<file path="config.mk">
export PLATFORM = sky130hd
export DESIGN_NAME = fifo_wr_arbiter
export DESIGN_NICKNAME = d
export VERILOG_FILES = /design/src/rtl/fifo_arb_pkg.sv /design/src/rtl/fifo_wr_arbiter_rr_picker.sv /design/src/rtl/fifo_wr_arbiter.sv
export SDC_FILE = /design/constraint.sdc
export NUM_CORES = 1
export LEC_CHECK = 0
export CORE_UTILIZATION = 37
export DETAILED_ROUTE_END_ITERATION = 8
export PLACE_DENSITY = 0.76
export SYNTH_ARGS = -nofsm -noshare
export SYNTH_HDL_FRONTEND = slang
export SYNTH_SLANG_ARGS = --single-unit
</file>
<file path="constraint.sdc">
create_clock -name clk_i -period 2.76 [get_ports clk_i]
set_input_delay 0.552 -clock clk_i [delete_from_list [all_inputs] [get_ports clk_i]]
set_output_delay 0.552 -clock clk_i [all_outputs]
set_load 0.01 [all_outputs]
</file>
<file path="src/rtl/fifo_arb_pkg.sv">
// Shared definitions for the FIFO write-port arbiter: FSM state encoding
// and the ceiling-log2 helper used to size the index and beat counters.
package fifo_arb_pkg;

  typedef enum logic {
    ST_IDLE = 1'b0,
    ST_OWN  = 1'b1
  } arb_state_e;

  // Smallest r such that 2**r >= value (0 for value <= 1).
  function automatic int clog2(input int value);
    int r;
    r = 0;
    for (int i = 0; i < 31; i++) begin
      if ((32'd1 << i) < value) begin
        r = i + 1;
      end else begin
        r = r;
      end
    end
    return r;
  endfunction

endpackage

</file>
<file path="src/rtl/fifo_wr_arbiter_rr_picker.sv">
// Combinational round-robin picker: scans req starting one past the last
// owner, so the most recent owner is considered last.
module rr_picker
  import fifo_arb_pkg::*;
#(
  parameter  int NUM_REQ = 4,
  localparam int IDX_W   = clog2(NUM_REQ)
) (
  input  logic [NUM_REQ-1:0] req_i,
  input  logic [IDX_W-1:0]   last_i,
  output logic               valid_o,
  output logic [NUM_REQ-1:0] onehot_o,
  output logic [IDX_W-1:0]   idx_o
);

  logic [IDX_W-1:0] cand;

  // First requester found in rotation order last+1, last+2, ..., last.
  always_comb begin
    valid_o  = 1'b0;
    onehot_o = '0;
    idx_o    = '0;
    cand     = '0;
    for (int k = 1; k <= NUM_REQ; k++) begin
      cand = IDX_W'((int'(last_i) + k) % NUM_REQ);
      if (!valid_o && req_i[cand]) begin
        valid_o        = 1'b1;
        idx_o          = cand;
        onehot_o[cand] = 1'b1;
      end else begin
        valid_o = valid_o;
      end
    end
  end

endmodule

</file>
<file path="src/rtl/fifo_wr_arbiter.sv">
// Burst-locked round-robin arbiter sharing one FIFO write port between
// NUM_REQ producers. A tenure ends when the owner stops requesting or after
// MAX_BURST accepted beats; the next owner is granted on the same edge.
module fifo_wr_arbiter
  import fifo_arb_pkg::*;
#(
  parameter int NUM_REQ   = 4,
  parameter int DATA_W    = 8,
  parameter int MAX_BURST = 4
) (
  input  logic                      clk_i,
  input  logic                      reset_i,
  input  logic [NUM_REQ-1:0]        req_i,
  input  logic [NUM_REQ*DATA_W-1:0] req_data_i,
  input  logic                      fifo_full_i,
  output logic [NUM_REQ-1:0]        grant_o,
  output logic [NUM_REQ-1:0]        req_ack_o,
  output logic                      w_enable_o,
  output logic [DATA_W-1:0]         w_data_o,
  output logic                      busy_o
);

  localparam int IDX_W = clog2(NUM_REQ);
  localparam int CNT_W = clog2(MAX_BURST) + 1;
  localparam logic [CNT_W-1:0] LAST_BEAT = CNT_W'(MAX_BURST - 1);
  localparam logic [IDX_W-1:0] LAST_RST  = IDX_W'(NUM_REQ - 1);

  arb_state_e         state_q, state_d;
  logic [NUM_REQ-1:0] grant_q, grant_d;
  logic [IDX_W-1:0]   last_q, last_d;
  logic [CNT_W-1:0]   beat_cnt_q, beat_cnt_d;
  logic               busy_q, busy_d;

  logic               owner_req;
  logic               accept;
  logic               release_own;
  logic               pick_valid;
  logic [NUM_REQ-1:0] pick_onehot;
  logic [IDX_W-1:0]   pick_idx;

  // Owner request, write acceptance and end-of-tenure detection.
  assign owner_req   = |(grant_q & req_i);
  assign accept      = owner_req & ~fifo_full_i;
  assign release_own = (state_q == ST_OWN) &&
                       (!owner_req || (accept && (beat_cnt_q == LAST_BEAT)));

  rr_picker #(.NUM_REQ(NUM_REQ)) u_picker (
    .req_i    (req_i),
    .last_i   (last_q),
    .valid_o  (pick_valid),
    .onehot_o (pick_onehot),
    .idx_o    (pick_idx)
  );

  // State register; reset clears the grant at once so no write can issue.
  always_ff @(posedge clk_i or posedge reset_i) begin
    if (reset_i) begin
      state_q    <= ST_IDLE;
      grant_q    <= '0;
      last_q     <= LAST_RST;
      beat_cnt_q <= '0;
      busy_q     <= 1'b0;
    end else begin
      state_q    <= state_d;
      grant_q    <= grant_d;
      last_q     <= last_d;
      beat_cnt_q <= beat_cnt_d;
      busy_q     <= busy_d;
    end
  end

  // Next state: arbitrate when idle or releasing, else count accepted beats.
  always_comb begin
    state_d    = state_q;
    grant_d    = grant_q;
    last_d     = last_q;
    beat_cnt_d = beat_cnt_q;
    if ((state_q == ST_IDLE) || release_own) begin
      beat_cnt_d = '0;
      if (pick_valid) begin
        state_d = ST_OWN;
        grant_d = pick_onehot;
        last_d  = pick_idx;
      end else begin
        state_d = ST_IDLE;
        grant_d = '0;
      end
    end else if (accept) begin
      beat_cnt_d = beat_cnt_q + CNT_W'(1);
    end else begin
      beat_cnt_d = beat_cnt_q;
    end
    busy_d = (state_d == ST_OWN);
  end

  // Outputs: write strobe, per-producer ack and AND-OR data mux on the grant.
  always_comb begin
    w_enable_o = accept;
    req_ack_o  = grant_q & req_i & {NUM_REQ{~fifo_full_i}};
    w_data_o   = '0;
    for (int i = 0; i < NUM_REQ; i++) begin
      if (grant_q[i]) begin
        w_data_o = w_data_o | req_data_i[i*DATA_W +: DATA_W];
      end else begin
        w_data_o = w_data_o;
      end
    end
  end

  assign grant_o = grant_q;
  assign busy_o  = busy_q;

endmodule

</file>
==> results of run 1 <==
-- area by class of cell --
| type | instances | area [µm²] |
|---|---|---|
| multi-input combinational | 112 | 897 |
| sequential | 10 | 253 |
| clock buffer | 4 | 36.3 |
| tap | 44 | 55.1 |
| timing repair buffer | 59 | 586 |
| inverter | 5 | 18.8 |
| fill | 269 | 1230 |
-- state kept, by name (all words and copies together), names as in the netlist --
| name | cells |
|---|---|
| beat_cnt_q | 3 |
| last_q | 2 |
| grant_o | 4 |
| busy_o | 1 |
-- cells by family (layout without fill, tap and decap cells) --
family                   count (synthesis)  after routing  share of synthesized area
AO/OA/AOI/OAI                           38             38                      0.241
XOR/XNOR                                 2              2                     0.0144
adder cells (fa/ha/maj)                 10             10                      0.103
buffers and inverters                   15             68                     0.0555
flip-flops                              10             10                      0.208
multiplexers                            18             18                      0.203
AND/OR/NAND/NOR                         44             44                      0.176
-- cells in the final DEF (no fill, tap or decap), drive strengths merged --
| cell | count |
|---|---|
| a21oi | 2 |
| a221oi | 4 |
| a22oi | 16 |
| a31o | 4 |
| and2 | 1 |
| buf | 3 |
| clkbuf | 4 |
| clkdlybuf4s50 | 55 |
| dfrtp | 8 |
| dfstp | 2 |
| dlymetal6s2s | 1 |
| ha | 10 |
| inv | 5 |
| mux2 | 8 |
| mux2i | 6 |
| mux4 | 4 |
| nand2 | 19 |
| nand2b | 4 |
| nor2 | 11 |
| nor2b | 5 |
| nor3b | 2 |
| o21ai | 2 |
| o21bai | 1 |
| o221ai | 1 |
| o22ai | 4 |
| o2bb2ai | 4 |
| or2 | 1 |
| or3 | 1 |
| xnor2 | 1 |
| xor2 | 1 |
-- timing repair --
| action | in CTS | in global routing |
|---|---|---|
| gates resized for setup | 0 | 1 |
| setup buffers | 0 | 0 |
| setup endpoints to repair | 0 | 1 |
-- metrics by stage --
step / setup TNS, ns / cells
after floorplan: 0 / 137
after global placement: 0 / 230
after detailed placement: -0.0105 / 230
after CTS: 0 / 234
after global routing: 0 / 234
final: 0 / 234
-- report_power, final --
part	leakage, nW	switching, W	internal, W	total [W]
logic	0.629	0.000703	0.000787	0.00149
clock network	0.0210	0.0000503	0.0000801	0.000130
registers	0.120	0.000116	0.000226	0.000342
total	0.770	0.000869	0.00109	0.00196
-- worst max-delay path: stages --
cell and delay, ns:
clkdlybuf4s50_1 0.61, nand2_1 0.13, nand2_1 0.12, nor2_1 0.04, nor2_1 0.08, clkdlybuf4s50_1 0.54
-- how the worst max path moves through the flow --
| stage | startpoint | end | slack (ns) | depth (start not counted) |
|---|---|---|---|---|
| 6_report | req_i[1] | w_enable_o | 0.13 | 6 |
| 5_1_grt | req_i[3] | w_enable_o | 0.03 | 6 |
| 4_1_cts | req_i[2] | w_enable_o | 0.10 | 6 |
| 3_5_place_dp | req_i[2] | grant_o[3] | -0.01 | 6 |
| 3_3_place_gp | req_i[2] | last_q[1] | 0.13 | 5 |
| 2_1_floorplan | last_q[0] | grant_o[1] | 0.05 | 10 |
-- metal layers --
metal	global-route usage	wire length [µm]
met1	0.260	1530
met2	0.339	1550
met3	0.0524	402
met4	0.0714	45
met5	0	0
==> summary.md, run 1 <==
| Metric | Value |
|---|---|
| Total Power | 0.00196 W |
| Slew HR | 0.718 |
| RSZ-0062 raised after global routing | no |
| Core Area | 0.00308 mm² |
| CTS clk-pin slew, worst paths | 0.07 ns |
| WS Path Type | in2out |
| Synth top area cells | dfrtp_1 (16%), ha_1 (10%), a22oi_1 (9.9%), mux2_2 (7.4%), nand2_1 (5.9%) |
| CP Launch Type | input port |
| Top-area cell type share of the netlist area | 0.164 |
| Pwr Density | 1060 mW/mm² |
| Register bit total from synthesis | 10 |
| Post-route ant nets | 0 |
| Worst skew pair latency | 0.26 ns |
| Status | complete, no violations |
| Fin. Hold Viols | 0 |
| First-pass GRT wire length | 5520 µm |
| WL final | 3530 µm |
| Grt total ovfl | 0 |
| Layout area overhead | 51.6% |
| Slew @ Worst Pin | 0.411 ns |
| Yosys cell types | 33 |
| R2R setup slack | 0.16 ns |
| FP Rows | 20 |
| Most instantiated cells after synthesis | nand2_1 (19), a22oi_1 (16), nor2_1 (11), ha_1 (10) |
| Reg2reg path depth | 7 |
| Setup WS pre-CTS | -0.0105 ns |
| Initial antenna violation count | 0 |
| Via count | 1275 |
| RR Startpoint | last_q[0] |
| Hold WC Path Type | reg2reg |
| Die W | 59.4 µm |
| Clock Skews | 0.00352 ns |
| Post-CTS Hold Buffers | 0 |
| Main synth FF type | dfrtp_1 |
| Pin count of the biggest net entering global routing | 25 |
| Routability congestion estimate | 0.856 |
| Synth Cell Area | 0.00122 mm² |
| End of the worst register-to-register path | grant_o[3] |
| Effective utilization at floorplan | 0.396 |
| Worst endpoint required time | 2.21 ns |
| Fin crit period | 2.63 ns |
| Min-delay src | beat_cnt_q[2] |
| DRT Pass-1 Iters | 4 |
| Post-place instance area | 0.00181 mm² |
| Post-synth net total | 186 |
| Worst setup margin | 0.130 ns |
| Sequential fraction of the synthesis area | 0.208 |
| Post-synth top area cell | dfrtp_1 |
| Peak supply drop | 0.566 mV |
| Top Ports | 57 |
| Diode count | 0 |
| CTS Sinks | 10 |
| Port Buffers | 56 |
| Max Slew Vio Count | 0 |
| Final core occ | 0.600 |
| First-iteration detailed-routing DRC count | 68 |
| Async SR Flop Fraction | 1.00 |
| Fmax | 380 MHz |
| Clock Tree Root | clkbuf_4 |
| CTS Buf Count | 3 |
| Leak pwr | 0.770 nW |
| Total GRT Usage | 0.206 |
| Final hold slack | 0.526 ns |
| Die Ht | 59.4 µm |
| DRC errors left | 0 |
| Hpwl dp | 2760 µm |
| Worst Hold End | beat_cnt_q[2] |
| CTS H-Tree Depth | 1 |
| Final net count | 240 |
| Share of cells above drive strength 1 | 0.121 |
| Vias in the first global route | 1202 |
| Vias per cell | 5.45 |
| Final period util | 0.953 |
| WL per Instance | 15.1 µm |
| Die area | 0.00352 mm² |
| Crit path capture type | output port |
| WP data arrival | 2.08 ns |
| Clock buffer depth | 2 |
| TritonCTS clock tree | yes |
| Setup-failing EPs final | 0 |
| Yosys warns | 0 |
| Synth Instances | 137 |
| Syn Area/Cell | 8.89 µm² |
| Post-synth EDFFs | 0 |
| CP Max Fanout | 8 |
| Most common cell in the netlist | nand2_1 |
| MaxCap Viol Count | 0 |
| Worst hold path stage count | 2 |
| Final instance area | 0.00185 mm² |
Note: power is estimated with default switching activity, not from simulation.
==> run 2, diff against run 1 <==
- CORE_UTILIZATION: 37 -> 38
- PLACE_DENSITY: 0.76 -> 0.77
- SYNTH_HIERARCHICAL: default -> 1
==> run 2 against run 1 <==
Worst setup slack better by 0.11 ns. Non-clock buffer count up 5. Synthesized cell count up 13%. Largest power group unchanged. Total power down 15%. Die area up 0.46%. Hold slack better by 0.018 ns. Highest routed layer unchanged.
==> summary.md, run 2 <==
| Metric | Value |
|---|---|
| WP data arrival | 1.97 ns (was 2.08 ns) |
| Synth Instances | 155 (was 137) |
| First-pass GRT wire length | 5880 µm (was 5520 µm) |
| Peak supply drop | 0.647 mV (was 0.566 mV) |
| Worst setup margin | 0.243 ns (was 0.130 ns) |
| Top-area cell type share of the netlist area | 0.159 (was 0.164) |
| Top Ports | 57 (unchanged) |
| Routability congestion estimate | 0.874 (was 0.856) |
| Final hold slack | 0.544 ns (was 0.526 ns) |
| TNS Setup | 0 ns (unchanged) |
| Port Buffers | 56 (unchanged) |
| Clock buffer depth | 2 (unchanged) |
| Setup Fix Bufs, Post-CTS | 0 (unchanged) |
| Share of cells above drive strength 1 | 0.113 (was 0.121) |
| Post-synth top area cell | dfrtp_1 (unchanged) |
| MaxCap Viol Count | 0 (unchanged) |
| WS Path Type | in2out (unchanged) |
| Slew @ Worst Pin | 0.452 ns (was 0.411 ns) |
| Most common cell in the netlist | nand2_1 (unchanged) |
| CP Launch Type | input port (unchanged) |
| Met2 WL | 1840 µm (was 1550 µm) |
| Hpwl dp | 2930 µm (was 2760 µm) |
| Via count | 1412 (was 1275) |
| Pwr Density | 880 mW/mm² (was 1060 mW/mm²) |
| Met1 Routed Length | 1570 µm (was 1530 µm) |
| Hold WC Path Type | reg2reg (unchanged) |
| Most frequent cells in the layout | clkdlybuf4s50_1 (56), nand2_1 (30), a22oi_1 (16) (was clkdlybuf4s50_1 (55), nand2_1 (19), a22oi_1 (16)) |
| R2R setup slack | 0.49 ns (was 0.16 ns) |
| Vias per cell | 5.49 (was 5.45) |
| Layout Cells excl Fill | 257 (was 234) |
| RSZ-0062 raised after global routing | no (unchanged) |
| Status | complete, no violations (unchanged) |
| CP Max Fanout | 3 (was 8) |
| Grt total ovfl | 0 (unchanged) |
| Final net count | 263 (was 240) |
| Register area | 253 µm² (unchanged) |
| Post-CTS Hold Buffers | 0 (unchanged) |
| Post-synth net total | 204 (was 186) |
| Worst endpoint required time | 2.21 ns (about the same) |
| Total Power | 0.00167 W (was 0.00196 W) |
| Synth Cell Area | 0.00126 mm² (was 0.00122 mm²) |
| Top Metal Used | met4 (unchanged) |
| Total GRT Usage | 0.219 (was 0.206) |
| Most instantiated cells after synthesis | nand2_1 (30), a22oi_1 (16), nor2_1 (15), ha_1 (10), inv_1 (9) (was nand2_1 (19), a22oi_1 (16), nor2_1 (11), ha_1 (10)) |
| Synth top area cells | dfrtp_1 (16%), ha_1 (10%), a22oi_1 (9.6%), nand2_1 (9.0%), mux2i_1 (5.6%) (was dfrtp_1 (16%), ha_1 (10%), a22oi_1 (9.9%), mux2_2 (7.4%), nand2_1 (5.9%)) |
| Vias in the first global route | 1326 (was 1202) |
| Layout area overhead | 51.3% (was 51.6%) |
| Worst skew pair latency | 0.27 ns (was 0.26 ns) |
| WL per Instance | 14.6 µm (was 15.1 µm) |
| FP Rows | 20 (unchanged) |
| CTS Sinks | 10 (unchanged) |
| Sequential fraction of the synthesis area | 0.201 (was 0.208) |
| Effective utilization at floorplan | 0.405 (was 0.396) |
| CTS H-Tree Depth | 1 (unchanged) |
| WL final | 3760 µm (was 3530 µm) |
| Critical Path Slowest Stage Cell | clkdlybuf4s50_1 (unchanged) |
| Die Ht | 59.5 µm (was 59.4 µm) |
| Post-synth EDFFs | 0 (unchanged) |
| CTS Buf Count | 3 (unchanged) |
| Leak pwr | 0.800 nW (was 0.770 nW) |
| Die area | 0.00354 mm² (was 0.00352 mm²) |
| Placed insts | 253 (was 230) |
| Fmax | 397 MHz (was 380 MHz) |
| Core Area | 0.00310 mm² (was 0.00308 mm²) |
| Fin crit period | 2.52 ns (was 2.63 ns) |
| Critical path cell sequence | clkdlybuf4s50_1 -> a22o_1 -> nor2_1 -> nor2_1 -> clkdlybuf4s50_1 (was clkdlybuf4s50_1 -> nand2_1 -> nand2_1 -> nor2_1 -> nor2_1 -> clkdlybuf4s50_1) |
| DRT Pass-1 Iters | 4 (unchanged) |
| Crit path capture type | output port (unchanged) |
| TritonCTS clock tree | yes (unchanged) |
| Met3 wire length | 305 µm (was 402 µm) |
| Final period util | 0.912 (was 0.953) |
| DRC errors left | 0 (unchanged) |
| Max Slew Vio Count | 0 (unchanged) |
| Filler instances | 290 (was 269) |
| Setup-failing EPs final | 0 (unchanged) |
| Slowest cell delay on critical path | 0.55 ns (was 0.61 ns) |
| Resize count post-CTS | 0 (unchanged) |
| Slew HR | 0.699 (was 0.718) |
| First-iteration detailed-routing DRC count | 65 (was 68) |
| Post-route ant nets | 0 (unchanged) |
| Pin count of the biggest net entering global routing | 18 (was 25) |
| Setup WS pre-CTS | 0.175 ns (was -0.0105 ns) |
| Fin. Hold Viols | 0 (unchanged) |
| Diode count | 0 (unchanged) |
| Max reg flops | 4 (unchanged) |
| Clock Skews | 0.00124 ns (was 0.00352 ns) |
| Initial antenna violation count | 0 (unchanged) |
| Most common cell after layout, fill and taps aside | clkdlybuf4s50_1 (unchanged) |
| Syn Area/Cell | 8.10 µm² (was 8.89 µm²) |
| Main synth FF type | dfrtp_1 (unchanged) |
| Clock Tree Root | clkbuf_4 (unchanged) |
| Register bit total from synthesis | 10 (unchanged) |
| Die W | 59.5 µm (was 59.4 µm) |
| CTS clk-pin slew, worst paths | 0.07 ns (about the same) |
| Yosys cell types | 43 (was 33) |
| Area of the multi-input gates | 898 µm² (was 897 µm²) |
| Yosys warns | 6 (was 0) |
| Async SR Flop Fraction | 1.00 (unchanged) |
==> run 2: cell count changes after synthesis, sizes merged, moves of 4 or more <==
cell     before  now
a221o         0    4
a31o          4    0
inv           5   10
mux2          8    0
nand2        19   30
nor2         11   16
nor2b         5    1
o21ai         2    7
o2bb2ai       4    0
==> run 2: critical path: cells and delay by family <==
kind / cells / cell delay (ns)
compound gates: 1 / 0.19
buf+inv: 2 / 1.09
simple gates: 2 / 0.13
==> run 2: cell type report <==
cell class,instances,share of cell area
multi-input combinational,125,0.473
timing repair buffer,64,0.327
clock buffer,4,0.0191
tap,44,0.0290
sequential,10,0.133
inverter,10,0.0197
==> run 2: per-layer routing <==
metal	GRT usage	vias to the layer above
li1	-	676
met1	0.255	669
met2	0.403	61
met3	0.0437	6
met4	0.0598	0
met5	0	-
==> run 2: worst paths after layout <==
path,start,endpoint,cells after the start
worst min-delay path,beat_cnt_q[1],beat_cnt_q[1],2
worst max-delay path,req_i[0],w_enable_o,5
worst min register to register,beat_cnt_q[1],beat_cnt_q[1],2
max in group asynchronous,reset_i,last_q[1],2
worst max register to register,last_q[1],grant_o[3],7
min in group asynchronous,reset_i,busy_o,2
==> run 2: kinds of logic after synthesis <==
family / share of synthesized area
simple gates: 0.189
compound gates: 0.328
buf+inv: 0.0836
fa+ha+maj: 0.0996
flops: 0.201
mux: 0.0916
xor+xnor: 0.00697
==> run 2: report_power, final <==
part	switching [W]	total [W]	internal, W
Combinational	0.000618	0.00124	0.000624
Clock	0.0000523	0.000132	0.0000801
Sequential	0.0000906	0.000298	0.000207
==> run 2: stage by stage <==
step	utilization	instance area, µm²
6_report	0.613	1900
5_1_grt	0.613	1900
4_1_cts	0.613	1900
3_5_place_dp	0.601	1860
3_3_place_gp	0.601	1860
2_1_floorplan	-	1260
==> run 3, diff against run 2 <==
- ABC_AREA: default -> 1
- CORE_UTILIZATION: 38 -> 37
- CTS_CLUSTER_SIZE: default -> 40
- PLACE_DENSITY: 0.77 -> 0.76
==> run 3 against run 2 <==
Die area decreased by 0.65%. Total power increased by 2.3%. Worst setup slack got worse by 0.0010 ns. Critical path depth increased by 1. Final area decreased by 4.9%. Clock skew increased by 0.0027 ns. Non-clock buffer count decreased by 7. Register-to-register slack improved by 0.17 ns. Global-route usage decreased by 2.7 points. Clock-buffer cell count unchanged. Sequential share of layout area increased by 0.69 points. Via count decreased by 1.5%.
==> summary.md, run 3 <==
| Metric | Value |
|---|---|
| Compound-Gate Fraction of Synth Area | 0.0875 (was 0.328) |
| Most instantiated cells after synthesis | nand2_1 (60), nand3_1 (24), nand4_1 (14), ha_1 (10) (was nand2_1 (30), a22oi_1 (16), nor2_1 (15), ha_1 (10), inv_1 (9)) |
| Sequential fraction of the synthesis area | 0.208 (was 0.201) |
| RSZ-0062 raised after global routing | no (unchanged) |
| Resize count post-CTS | 0 (unchanged) |
| Post-synth net total | 227 (was 204) |
| Slowest cell delay on critical path | 0.56 ns (was 0.55 ns) |
| Critical Path Slowest Stage Cell | clkdlybuf4s50_1 (unchanged) |
| Max reg flops | 4 (unchanged) |
| CP Launch Type | input port (unchanged) |
| Most frequent cells in the layout | nand2_1 (60), clkdlybuf4s50_1 (56), nand3_1 (24) (was clkdlybuf4s50_1 (56), nand2_1 (30), a22oi_1 (16)) |
| CTS H-Tree Depth | 1 (unchanged) |
| Diode count | 0 (unchanged) |
| Synth Cell Area | 0.00121 mm² (was 0.00126 mm²) |
| Worst endpoint required time | 2.21 ns (about the same) |
| Post-place instance area | 0.00177 mm² (was 0.00186 mm²) |
| CTS clk-pin slew, worst paths | 0.06 ns (was 0.07 ns) |
| Leak pwr | 0.835 nW (was 0.800 nW) |
| Adder-cell share of the synthesized area | 0.103 (was 0.0996) |
| Via count | 1391 (was 1412) |
| Die area | 0.00352 mm² (was 0.00354 mm²) |
| Critical path cell sequence | clkdlybuf4s50_1 -> nand2_4 -> nand2_2 -> nor2_1 -> nor2_1 -> clkdlybuf4s50_1 (was clkdlybuf4s50_1 -> a22o_1 -> nor2_1 -> nor2_1 -> clkdlybuf4s50_1) |
| Hold WC Path Type | reg2reg (unchanged) |
| Port Buffers | 56 (unchanged) |
| Final period util | 0.912 (about the same) |
| Async SR Flop Fraction | 1.00 (unchanged) |
| TNS Setup | 0 ns (unchanged) |
| Fin crit period | 2.52 ns (about the same) |
| Post-synth top area cell | nand2_1 (was dfrtp_1) |
| Cell class contributing the biggest share of worst-path delay | buffers and inverters (unchanged) |
| Initial antenna violation count | 0 (unchanged) |
| Synth Instances | 178 (was 155) |
| Min-delay src | beat_cnt_q[1] (unchanged) |
| Grt total ovfl | 0 (unchanged) |
| Max Slew Vio Count | 0 (unchanged) |
| Post-synth EDFFs | 0 (unchanged) |
| Clock Skews | 0.00390 ns (was 0.00124 ns) |
| Hpwl dp | 2560 µm (was 2930 µm) |
| Die W | 59.3 µm (was 59.5 µm) |
| First-pass GRT wire length | 5180 µm (was 5880 µm) |
| FP Rows | 20 (unchanged) |
| Status | complete, no violations (unchanged) |
| Worst skew pair latency | 0.26 ns (was 0.27 ns) |
| Layout area overhead | 48.7% (was 51.3%) |
| Final net count | 283 (was 263) |
| WS Path Type | in2out (unchanged) |
| Slew HR | 0.670 (was 0.699) |
| WL final | 3220 µm (was 3760 µm) |
| Filler instances | 293 (was 290) |
| Yosys warns | 6 (unchanged) |
| Crit. Startpoint | req_i[1] (was req_i[0]) |
| RR Startpoint | last_q[0] (was last_q[1]) |
| Slew @ Worst Pin | 0.496 ns (was 0.452 ns) |
| Share of cells above drive strength 1 | 0.137 (was 0.113) |
| Effective utilization at floorplan | 0.395 (was 0.405) |
| Routability congestion estimate | 0.836 (was 0.874) |
| Count of buffer and inverter cells on the critical path | 2 (unchanged) |
| Die Ht | 59.3 µm (was 59.5 µm) |
| Post-synthesis xor/xnor area fraction | 0.00721 (was 0.00697) |
| Yosys cell types | 23 (was 43) |
| Fmax | 397 MHz (about the same) |
| Pin count of the biggest net entering global routing | 12 (was 18) |
| Most common cell in the netlist | nand2_1 (unchanged) |
| MaxCap Viol Count | 0 (unchanged) |
| Pwr Density | 947 mW/mm² (was 880 mW/mm²) |
| Top Ports | 57 (unchanged) |
| Peak supply drop | 0.684 mV (was 0.647 mV) |
| Top-area cell type share of the netlist area | 0.185 (was 0.159) |
| Post-route ant nets | 0 (unchanged) |
| Post-Synth Simple-Gate Area | 0.494 (was 0.189) |
| Register bit total from synthesis | 10 (unchanged) |
| WP data arrival | 1.97 ns (about the same) |
| Final instance area | 0.00181 mm² (was 0.00190 mm²) |
| Largest family of logic cells by synthesized area | simple AND/OR/NAND/NOR gates (was compound AO/OA/AOI/OAI gates) |
| CTS Buf Count | 3 (unchanged) |
| DRC errors left | 0 (unchanged) |
| R2R setup slack | 0.66 ns (was 0.49 ns) |
| DRT Pass-1 Iters | 4 (unchanged) |
| Clock buffer depth | 2 (unchanged) |
| Crit path capture type | output port (unchanged) |
| Syn Area/Cell | 6.83 µm² (was 8.10 µm²) |
| Vias in the first global route | 1271 (was 1326) |
| Total GRT Usage | 0.192 (was 0.219) |
| Setup-failing EPs final | 0 (unchanged) |
| Post-CTS Hold Buffers | 0 (unchanged) |
| Multiplexer share of the synthesized area | 0 (was 0.0916) |
| Setup Fix Bufs, Post-CTS | 0 (unchanged) |
| TritonCTS clock tree | yes (unchanged) |
| WL per Instance | 11.6 µm (was 14.6 µm) |
| Most common cell after layout, fill and taps aside | nand2_1 (was clkdlybuf4s50_1) |
| Vias per cell | 5.02 (was 5.49) |
| Fin. Hold Viols | 0 (unchanged) |
| First-iteration detailed-routing DRC count | 53 (was 65) |
| Synth top area cells | nand2_1 (19%), dfrtp_1 (16%), ha_1 (10%), nand3_1 (9.9%), nand4_1 (7.2%) (was dfrtp_1 (16%), ha_1 (10%), a22oi_1 (9.6%), nand2_1 (9.0%), mux2i_1 (5.6%)) |
| Core Area | 0.00308 mm² (was 0.00310 mm²) |
| Main synth FF type | dfrtp_1 (unchanged) |
| CTS Sinks | 10 (unchanged) |
| CP Max Fanout | 3 (unchanged) |
| Clock Tree Root | clkbuf_4 (unchanged) |
-- run 3: changes by cell type after synthesis, moves of 6 or more --
| cell | change |
|---|---|
| nand3_1 | +23 |
| nand2_1 | +30 |
| nor2_1 | -6 |
| mux2i_1 | -7 |
| nand2_2 | +9 |
| a22oi_1 | -16 |
| nand4_1 | +14 |
-- run 3: cells by family (layout without fill, tap and decap cells) --
logic type               Yosys count  count (layout)
adder cells (fa/ha/maj)           10              10
XOR/XNOR                           1               1
flip-flops                        10              10
buffers and inverters             19              74
AND/OR/NAND/NOR                  124             124
AO/OA/AOI/OAI                     14              14
-- run 3: worst paths after layout --
kind	end	cells after the start
worst max-delay path	w_enable_o	6
worst min-delay path	beat_cnt_q[1]	2
worst max register to register	grant_o[0]	10
worst min register to register	beat_cnt_q[1]	2
max in group asynchronous	last_q[0]	2
min in group asynchronous	beat_cnt_q[2]	2
-- run 3: metal layers --
| metal | share of wire | track usage |
|---|---|---|
| met2 | 0.46 | 0.360 |
| met3 | 0.11 | 0.0459 |
| met5 | 0 | 0 |
| met1 | 0.41 | 0.205 |
| met4 | 0.015 | 0.0748 |
-- run 3: final cells by class --
type                    count  area, µm²  area share
inverters                  13       53.8      0.0298
clock buffers               4       36.3      0.0201
well taps                  44       55.1      0.0305
flip-flops and latches     10        253       0.140
repair buffers             57        568       0.314
multi-input cells         149        841       0.465
-- run 3: power by group --
group | switching, W | leakage, nW | internal [W]
clock | 0.0000469 | 0.0210 | 0.0000800
sequential | 0.000120 | 0.125 | 0.000213
combinational | 0.000716 | 0.689 | 0.000536
total | 0.000882 | 0.835 | 0.000829
-- run 3: tightest hold or removal path, stage by stage (launching register included) --
cell,delay (ns)
dfrtp_1,0.38
nand2_1,0.08
a21oi_2,0.05
-- run 3: per-stage QoR --
stage	instances	hold WS, ns	utilization	setup slack (ns)	power, W
after detailed placement	273	0.532	0.575	0.235	0.00158
after global placement	273	0.527	0.575	0.239	0.00157
after floorplan	178	0.391	-	0.986	0.00122
after global routing	277	0.564	0.587	0.167	0.00189
final	277	0.543	0.587	0.242	0.00171
after CTS	277	0.543	0.587	0.234	0.00172
==> patch (settings of run 2) <==
Set the parameter `DATA_W` to 10 (it was 8).
--- a/src/rtl/fifo_wr_arbiter.sv
+++ b/src/rtl/fifo_wr_arbiter.sv
@@ -5,7 +5,7 @@
   import fifo_arb_pkg::*;
 #(
   parameter int NUM_REQ   = 4,
-  parameter int DATA_W    = 8,
+  parameter int DATA_W    = 10,
   parameter int MAX_BURST = 4
 ) (
   input  logic                      clk_i,
Ports: changed (resized req_data_i and w_data_o); port bits go from 57 to 67. The function was not compared with the original's and may differ.
==> patch against run 2 <==
Synthesized area increased by 2.1%; critical path type unchanged; sequential share of layout area is 0.85 points lower; fmax decreased by 2.3%; clock skew hardly changed; sequential cell count stayed put; total power rose by 3.2%; first-iteration DRC count is 55% higher; setup slack lost 0.061 ns; routed wire length increased by 6.2%; final area is 6.8% higher; hold slack worse by 0.011 ns.
==> patch: results (changes against run 2) <==
* Hold Path Cell Cnt at 2 (unchanged)
* Root Driver: clkbuf_4 (unchanged)
* Hpwl dp at 3160 um (was 2930 um)
* Met1 Wirelength at 1600 um (was 1570 um)
* Most common cell after layout, fill and taps aside: clkdlybuf4s50_1 (unchanged)
* Switching Fraction at 45.8% (was 45.5%)
* Placement Cell Area at 2010 um^2 (was 1860 um^2)
* Met2 Wirelength at 1970 um (was 1840 um)
* Post-synthesis sequential area ratio at 19.7% (was 20.1%)
* IO buf count at 66 (was 56)
* Clock group at 101 uW (was 132 uW)
* Share of cells above drive strength 1 at 10.4% (was 11.3%)
* Pre-CTS WS at 0.193 ns (was 0.175 ns)
* WL met3 at 398 um (was 305 um)
* CP Data Arrival Time at 2.03 ns (was 1.97 ns)
* Post_cts resized at 0 (unchanged)
* Clk_lat worst skew at 0.27 ns (about the same)
* Placer Congestion at 0.871 (was 0.874)
* HP Start: beat_cnt_q[2] (was beat_cnt_q[1])
* Setup Fix Bufs, Post-CTS at 0 (unchanged)
* DR pass1 iterations at 4 (unchanged)
* Fillers at 264 (was 290)
* Met3 global-route usage at 4.11% (was 4.37%)
* Crit path max fanout at 7 (was 3)
* Largest cells by area after synthesis: dfrtp_1 16%, a22oi_1 12%, ha_1 9.8%, nand2_1 9.4%, mux2i_1 5.5% (was dfrtp_1 16%, ha_1 10%, a22oi_1 9.6%, nand2_1 9.0%, mux2i_1 5.6%)
* Static Leak at 0.853 nW (was 0.800 nW)
* Final Skew at 0.00121 ns (was 0.00124 ns)
* Crit-path max cell delay at 0.56 ns
* Syn-to-layout area delta at 58.3% (was 51.3%)
* Maximum VDD drop at 0.623 mV (was 0.647 mV)
* GR Util met2 at 41.0% (was 40.3%)
* Post-Syn Instances at 161 (was 155)
* Count of cell types in the netlist at 43 (unchanged)
* Synthesized Nets at 218 (was 204)
* Final #Nets at 289 (was 263)
* Combinational Power Share at 77.9% (was 74.3%)
* HP Class: reg2reg (unchanged)
* Vias in the first global route at 1376 (was 1326)
* Synth cell count leaders: 32 x nand2_1, 20 x a22oi_1, 15 x nor2_1 (was 30 x nand2_1, 16 x a22oi_1, 15 x nor2_1)
* FF-to-FF Start: last_q[1] (unchanged)
* Grt met1 use at 25.7% (was 25.5%)
* Post-synthesis async set-or-reset flop share at 100% (unchanged)
* GRT Resource Usage Total at 22.2% (was 21.9%)
* Vias per cell at 5.35 (was 5.49)
* P_comb at 1.35 mW (was 1.24 mW)
* Prevailing post-synth register cell: dfrtp_1 (unchanged)
* Outcome: completed (unchanged)
* Number of antenna diodes at 0 (unchanged)
* Routed wire length at 4000 um (was 3760 um)
* DR vias at 1467 (was 1412)
* First-pass GRT wire length at 6110 um (was 5880 um)
* Actual slew at the worst max-slew pin at 0.485 ns (was 0.452 ns)
* CTS Buf Count at 3 (unchanged)
* Dpl cells at 271 (was 253)
* Critical Path Start: req_i[1] (was req_i[0])
* Iteration-0 DRC count of the detailed router at 101 (was 65)
[patch: kinds of logic after synthesis]
family | after synthesis | synth area share [%]
flops | 10 | 19.7
mux | 9 | 8.98
compound gates | 53 | 33.8
simple gates | 58 | 19.1
fa+ha+maj | 10 | 9.76
buf+inv | 20 | 8.00
xor+xnor | 1 | 0.683
[patch: area by class of cell]
| class | instances | area share, % |
|---|---|---|
| Tap cell | 44 | 2.71 |
| Multi-Input combinational cell | 131 | 45.7 |
| Sequential cell | 10 | 12.4 |
| Inverter | 10 | 1.85 |
| Clock buffer | 3 | 1.11 |
| Timing Repair Buffer | 76 | 36.2 |
[patch: final timing paths]
check                      slack, ns       endpoint
max                             0.18   req_ack_o[1]
min                             0.53  beat_cnt_q[2]
min reg2reg                     0.53  beat_cnt_q[2]
min in group asynchronous       0.58     grant_o[1]
max reg2reg                     0.50     grant_o[3]
max in group asynchronous       1.87      last_q[1]
